**config.mk**
```make
export PLATFORM = sky130hd
export DESIGN_NAME = axil_regfile_slave
export DESIGN_NICKNAME = d
export VERILOG_FILES = /design/src/rtl/axil_regfile_slave.sv
export SDC_FILE = /design/constraint.sdc
export NUM_CORES = 1
export LEC_CHECK = 0
export BUFFER_PORTS_ARGS = -buffer_cell sky130_fd_sc_hd__buf_2
export CAP_MARGIN = 20
export CORE_MARGIN = 2
export CORE_UTILIZATION = 55
export DETAILED_ROUTE_END_ITERATION = 7
export PLACE_DENSITY = 0.86
export SLEW_MARGIN = 10
export SYNTH_ARGS = -nofsm -noshare
export SYNTH_HDL_FRONTEND = slang
export SYNTH_SLANG_ARGS = --single-unit
```
**constraint.sdc**
```tcl
create_clock -name clk -period 2.9 [get_ports clk]
set_clock_uncertainty 0.15 [all_clocks]
set_input_delay 0.29 -clock clk [delete_from_list [all_inputs] [get_ports clk]]
set_output_delay 0.29 -clock clk [all_outputs]
set_load 0.01 [all_outputs]
```
**src/rtl/axil_regfile_slave.sv**
```systemverilog
// AXI-lite-style register-file slave: independent AW/W/B and AR/R channels, 1-cycle read latency.
// Optional SLVERR responses for out-of-range accesses when AXIL_REGFILE_ERR_RESP_EN is defined.
module axil_regfile_slave #(
  parameter int ADDR_W  = 3,
  parameter int DATA_W  = 4,
  parameter int DEPTH   = 8,
  parameter int LED_IDX = 0
) (
  input  logic              clk,
  input  logic              rst,
  input  logic              aw_valid,
  output logic              aw_ready,
  input  logic [ADDR_W-1:0] aw_addr,
  input  logic              w_valid,
  output logic              w_ready,
  input  logic [DATA_W-1:0] w_data,
  output logic              b_valid,
  input  logic              b_ready,
  output logic [1:0]        b_resp,
  input  logic              ar_valid,
  output logic              ar_ready,
  input  logic [ADDR_W-1:0] ar_addr,
  output logic              r_valid,
  input  logic              r_ready,
  output logic [DATA_W-1:0] r_data,
  output logic [1:0]        r_resp,
  output logic [DATA_W-1:0] led_reg
);

`ifdef AXIL_REGFILE_ERR_RESP_EN
  localparam logic [1:0] OOR_RESP = 2'b10;
`else
  localparam logic [1:0] OOR_RESP = 2'b00;
`endif

  typedef enum logic [1:0] {W_IDLE, W_HAVE_AW, W_HAVE_W, W_RESP} wstate_t;
  typedef enum logic {R_IDLE, R_VALID} rstate_t;

  wstate_t             wstate_q, wstate_d;
  rstate_t             rstate_q, rstate_d;
  logic [ADDR_W-1:0]   aw_addr_q, aw_addr_d;
  logic [DATA_W-1:0]   w_data_q, w_data_d;
  logic [1:0]          b_resp_q, b_resp_d;
  logic [DATA_W-1:0]   r_data_q, r_data_d;
  logic [1:0]          r_resp_q, r_resp_d;
  logic [DATA_W-1:0]   led_q;
  logic [DATA_W-1:0]   mem_q [DEPTH];
  logic [DATA_W-1:0]   mem_d [DEPTH];

  logic                aw_hs, w_hs, ar_hs, commit, cm_hit, rd_hit;
  logic [ADDR_W-1:0]   cm_addr;
  logic [DATA_W-1:0]   cm_data, rd_data;

  assign aw_ready = !rst && (wstate_q == W_IDLE || wstate_q == W_HAVE_W);
  assign w_ready  = !rst && (wstate_q == W_IDLE || wstate_q == W_HAVE_AW);
  assign b_valid  = !rst && (wstate_q == W_RESP);
  assign ar_ready = !rst && (rstate_q == R_IDLE);
  assign r_valid  = !rst && (rstate_q == R_VALID);
  assign b_resp   = b_resp_q;
  assign r_data   = r_data_q;
  assign r_resp   = r_resp_q;
  assign led_reg  = led_q;

  assign aw_hs = aw_valid && aw_ready;
  assign w_hs  = w_valid && w_ready;
  assign ar_hs = ar_valid && ar_ready;

  // Whichever half arrived earlier comes from its latch, the other straight from the bus.
  assign cm_addr = (wstate_q == W_HAVE_AW) ? aw_addr_q : aw_addr;
  assign cm_data = (wstate_q == W_HAVE_W)  ? w_data_q  : w_data;

  always_comb begin
    wstate_d  = wstate_q;
    aw_addr_d = aw_addr_q;
    w_data_d  = w_data_q;
    b_resp_d  = b_resp_q;
    commit    = 1'b0;
    case (wstate_q)
      W_IDLE: begin
        if (aw_hs && w_hs) begin
          commit    = 1'b1;
          wstate_d  = W_RESP;
        end else if (aw_hs) begin
          aw_addr_d = aw_addr;
          wstate_d  = W_HAVE_AW;
        end else if (w_hs) begin
          w_data_d  = w_data;
          wstate_d  = W_HAVE_W;
        end
      end
      W_HAVE_AW: if (w_hs) begin
        commit   = 1'b1;
        wstate_d = W_RESP;
      end
      W_HAVE_W: if (aw_hs) begin
        commit   = 1'b1;
        wstate_d = W_RESP;
      end
      W_RESP: if (b_ready) wstate_d = W_IDLE;
      default: wstate_d = W_IDLE;
    endcase

    cm_hit = 1'b0;
    for (int i = 0; i < DEPTH; i++) begin
      mem_d[i] = mem_q[i];
      if (cm_addr == ADDR_W'(i)) begin
        cm_hit = 1'b1;
        if (commit) mem_d[i] = cm_data;
      end
    end
    if (commit) b_resp_d = cm_hit ? 2'b00 : OOR_RESP;
  end

  always_comb begin
    rstate_d = rstate_q;
    r_data_d = r_data_q;
    r_resp_d = r_resp_q;
    rd_hit   = 1'b0;
    rd_data  = '0;
    // Reads sample mem_q, so a same-edge write is not yet visible.
    for (int i = 0; i < DEPTH; i++) begin
      if (ar_addr == ADDR_W'(i)) begin
        rd_hit  = 1'b1;
        rd_data = mem_q[i];
      end
    end
    case (rstate_q)
      R_IDLE: if (ar_hs) begin
        r_data_d = rd_data;
        r_resp_d = rd_hit ? 2'b00 : OOR_RESP;
        rstate_d = R_VALID;
      end
      R_VALID: if (r_ready) rstate_d = R_IDLE;
      default: rstate_d = R_IDLE;
    endcase
  end

  always_ff @(posedge clk) begin
    if (rst) begin
      wstate_q  <= W_IDLE;
      rstate_q  <= R_IDLE;
      aw_addr_q <= '0;
      w_data_q  <= '0;
      b_resp_q  <= 2'b00;
      r_data_q  <= '0;
      r_resp_q  <= 2'b00;
      led_q     <= '0;
      for (int i = 0; i < DEPTH; i++) mem_q[i] <= '0;
    end else begin
      wstate_q  <= wstate_d;
      rstate_q  <= rstate_d;
      aw_addr_q <= aw_addr_d;
      w_data_q  <= w_data_d;
      b_resp_q  <= b_resp_d;
      r_data_q  <= r_data_d;
      r_resp_q  <= r_resp_d;
      led_q     <= mem_q[LED_IDX];
      for (int i = 0; i < DEPTH; i++) mem_q[i] <= mem_d[i];
    end
  end

endmodule

```
==> results of run 1 <==
-- cells by family after synthesis --
family,after synthesis
fa+ha+maj,6
flops,50
simple gates,89
mux,56
compound gates,41
other cells,1
buf+inv,29
-- placed cells by master (no fill, tap or decap), types with 4 or more instances in the layout --
master    Yosys  final
mux2_1        4      4
clkbuf_8      0      6
a31oi_1       4      4
conb_1        1      4
nor2_1       21     21
dfxtp_1      50     50
buf_2         4     29
mux2i_1      50     50
and2_1        5      5
or2_2         6      6
inv_1         7      7
nor2b_1       9      9
nor3b_1       6      6
a211oi_4      6      6
ha_1          6      6
nand2_1      30     30
-- per-layer routing --
layer  routed length (um)  share of wire [%]
met3                  279                5.2
met4                  110                2.1
met2                 2520                 47
met1                 2430                 46
met5                    0                  0
-- through the flow --
stage	utilization, %	hold WS (ps)	power [uW]	cell area [um^2]
finish	61.9	69.5	1860	2900
global route	61.9	84.4	1950	2900
CTS	61.9	72.6	1860	2900
detailed placement	59.3	302	1340	2780
global placement	59.3	291	1330	2780
floorplan	-	281	1230	2660
-- power breakdown --
part	switching [uW]	internal, uW
Clock	246	284
Combinational	363	223
Sequential	27.2	722
-- final timing paths --
path | from | endpoint | depth (start not counted)
worst max register to register | wstate_q[1] | mem_q[0][0] | 6
worst min-delay path | r_ready | rstate_q | 3
worst max-delay path | wstate_q[1] | mem_q[0][0] | 6
worst min register to register | mem_q[0][6] | mem_q[0][6] | 2
-- critical path, stage by stage, from the launching register on --
cell	delay, ps
dfxtp_1	350
inv_1	130
ha_1	500
mux2i_1	290
nand2_1	260
a211oi_4	320
mux2_1	360
-- layout make-up --
class	instances	area, um^2	share of cell area [%]
clock buffers	6	82.6	2.84
clock inverters	2	38.8	1.34
inverters	7	26.3	0.905
multi-input cells	196	1530	52.6
flip-flops and latches	50	1000	34.5
well taps	54	67.6	2.33
repair buffers	31	160	5.51
==> results.ini, run 1 <==
[status]
status=finished, final reports clean

[synth]
ys.flop_type=dfxtp_1
yosys_warnings=0
synth_xor_xnor_area_share_pct=0
synth_commonest_cells=dfxtp_1 (50), mux2i_1 (50), nand2_1 (30)
synth.area.mux_share_pct=21.5
netlist_area_mm2=0.00265
synth_compound_area_share_pct=16.1
synth_area_leaders=dfxtp_1 (38%), mux2i_1 (19%), a211oi_4 (4.5%)
yosysTopAreaCell=dfxtp_1
yosys.cell_types.count=43
ys_ff_latch=50
synth_simple_gate_area_share_pct=16.7
synth_top_family_by_area=multiplexers
synth-async-reset-ratio_pct=0
synth_edf_count=0
syn_area_per_cell_um2=9.73
yosys.area.top_type_share_pct=37.8
syn_inst=272
synth_adder_area_share_pct=2.84
synth_seq_area_share_pct=37.8

[critical_path]
cp_max_fo=13
crit_type=reg2reg
cp.required_ps=2950
critPathCaptureType=flip-flop
reg2reg_slack_ps=440
arrival_ps=2510
start_kind=flip-flop

[global_routing]
grt_max_degree=32
gr-max-usage-layer=met2
met1_usage_pct=26.5
antenna_found_initial=0
grt_pass1_wl_mm=8.58
grt_pass1_vias=1848
overflow=0
grt_use_met2_pct=34.4
grt_use_met3_pct=4.66
track_usage_pct=21.0

[floorplanning]
num_rows=25
dieArea_mm2=0.00538
die_y_um=73.4
pin_count=34
placeableCoreArea_mm2=0.00469
die-width_um=73.4
initial_core_util_pct=56.4

[placement]
dp_cells=338
port_buffers=29
place_hpwl_mm=3.73
place_congestion=0.901
dp_slack_ps=430

[drt]
drc=0
totalWireLength_mm=5.34
first_pass_iters=4
viasPerCell=5.74
wire_per_inst_um=15.4
vias=1987
first_iter_violations=130
postRouteAntennaNets=0

[sta]
relSlewSlack_pct=62.3
fmax_mhz=407
worst_pin_slew_ps=564
finalHoldViolCount=0
rsz0062_at_grt=false
setup_slack_ps=441
fin_tns_setup_ps=0
period_share_pct=84.8
finalCriticalPeriod_ps=2460
setup_viol=0
report.final.slew_viol_count=0

[clock_tree]
cts_buffer_depth=2
clk_latency_ps=310
tritoncts=yes
post_cts.repair.setup_buffers=0
cts_sinks=50
numCtsBuffers=5
path_clk_slew_ps=100
cts_resized=0
root_buffer=clkbuf_8
hold_buffers=0
htreeDepth=2

[layout]
diodes=0
layout.cells.non_filler=346
largest-register=mem_q
largest_reg_flops=32
final_net_count=314
n_fill_cell=384
area_growth_pct=9.74
drive_above_1_share_pct=20.2

[power]
vdd_drop_max_mv=0.306
power_leakage_uw=0.00113
powerDensity_mw_per_mm2=642

[flow_run]
maxCapViolCount=0

[hold_path]
hp-class=in2reg

(Power assumes the default switching activity.)
==> run 2: changes to the inputs <==
- CORE_UTILIZATION: 55 -> 52
- clock period: 2.9 -> 2.1 ns (I/O delays scaled with it)
==> run 2 against run 1 <==
Global-route usage up 1.0 points. Core utilization grew 1.2 points. Via count is 4.7% higher. Sequential power up 39%. Die area grew 5.4%. Worst hold slack got worse by 62 ps. Worst setup slack worse by 390 ps. Highest routed layer unchanged. Sequential cell count stayed put. Wire length up 9.3%. Largest power group unchanged.
==> results.ini, run 2 (synthesis results as in run 1) <==
[critical_path]
cp_slowest_cell=dfxtp_4
cpPeakStageDelay_ps=380
critPathCaptureType=output pin
cp.required_ps=1740
worstPathCellList=inv_2 -> ha_4 -> buf_4 -> or2_2 -> and2_1 -> buf_2
cp_max_fo=4
crit_type=reg2out
r2r.worst_path.cells=7
arrival_ps=1690
start_kind=flip-flop

[placement]
place_hpwl_mm=4.28
dp_slack_ps=-6.02
place_congestion=0.847
dp_cells=362
port_buffers=29

[power]
power_leakage_uw=0.00119
p_total_uw=2610
vdd_drop_max_mv=0.332
powerDensity_mw_per_mm2=858

[clock_tree]
numCtsBuffers=5
root_buffer=clkbuf_8
hold_buffers=0
tritoncts=yes
cts_buffer_depth=2
clk_latency_ps=310
htreeDepth=2
path_clk_slew_ps=90
cts_sinks=50

[layout]
largest_reg_flops=32
drive_above_1_share_pct=25.7
area_growth_pct=14.8
final_cell_mix=mux2i_1 (49), dfxtp_1 (49), nand2_1 (29), buf_2 (29), nor2_1 (21)
final_net_count=326
largest-register=mem_q
layout.cells.non_filler=371
diodes=0

[drt]
vias=2080
viasPerCell=5.61
first_iter_violations=252
drc=0
totalWireLength_mm=5.83
first_pass_iters=7
postRouteAntennaNets=0
wire_per_inst_um=15.7

[hold_path]
hold_path_depth=3
hp-class=in2reg

[flow_run]
maxCapViolCount=0

[sta]
setup_slack_ps=49.2
report.final.slew_viol_count=0
fmax_mhz=488
finalHoldViolCount=0
fin_tns_setup_ps=0
period_share_pct=97.7
finalCriticalPeriod_ps=2050
setup_viol=0

[floorplanning]
die-width_um=75.3
num_rows=25
placeableCoreArea_mm2=0.00482
pin_count=34
dieArea_mm2=0.00568
die_y_um=75.3
initial_core_util_pct=54.9

[status]
status=finished, final reports clean

[global_routing]
grt_max_degree=32
grt_pass1_vias=1926
overflow=0
track_usage_pct=22.0
antenna_found_initial=0
grt_pass1_wl_mm=9.18

-- run 2: cell types whose count changed in the layout (fill, tap and decap cells not counted), sizes merged --
cell	previous run	this run
buf	31	43
bufinv	1	0
clkinv	0	2
inv	8	7
-- run 2: critical path: cells and delay by family (launching register included) --
kind          cells  cell delay, ps
flops             1             380
buf+inv           3             340
fa+ha+maj         1             170
simple gates      2             500
-- run 2: path summary, 6_finish.rpt --
check                                  start            to  slack (ps)
worst max register to register   wstate_q[1]   mem_q[0][1]          70
worst max-delay path             wstate_q[0]      aw_ready          50
worst min-delay path                 r_ready      rstate_q           8
worst min register to register  mem_q[0][15]  mem_q[0][15]         310
-- run 2: where the power goes --
part           leakage, uW  internal, uW  switching, uW  total (uW)
clock            0.0000452           235            314         550
combinational     0.000737           449            568        1020
sequential        0.000405          1000           38.8        1040
total              0.00119          1690            921        2610
-- run 2: area by class of cell --
cell class / instances / area, um^2
inverter: 7 / 26.3
clock inverter: 2 / 13.8
timing repair buffer: 43 / 275
tap: 67 / 83.8
multi-input combinational: 196 / 1560
clock buffer: 6 / 72.6
fill: 411 / 1780
sequential: 50 / 1000
-- run 2: timing repair --
item                       CTS  global route
setup endpoints to repair   12            19
setup buffers                1             1
pin swaps                    2             1
resized for setup            5             6
-- run 2: metrics by stage --
stage	instance area, um^2	util (%)	hold slack (ps)
after global placement	2910	60.3	290
after global routing	3040	63.1	11.8
after detailed placement	2910	60.3	304
after floorplan	2660	-	204
after CTS	3010	62.5	12.8
final	3040	63.1	8.00
-- run 2: routing by layer --
metal / routed length, um / track usage, % / share of wire, % / up-vias
li1: - / - / - / 1006
met1: 2530 / 26.8 / 43 / 987
met2: 2910 / 37.6 / 50 / 76
met3: 274 / 4.89 / 4.7 / 11
met4: 113 / 9.16 / 1.9 / 0
met5: 0 / 0 / 0 / -
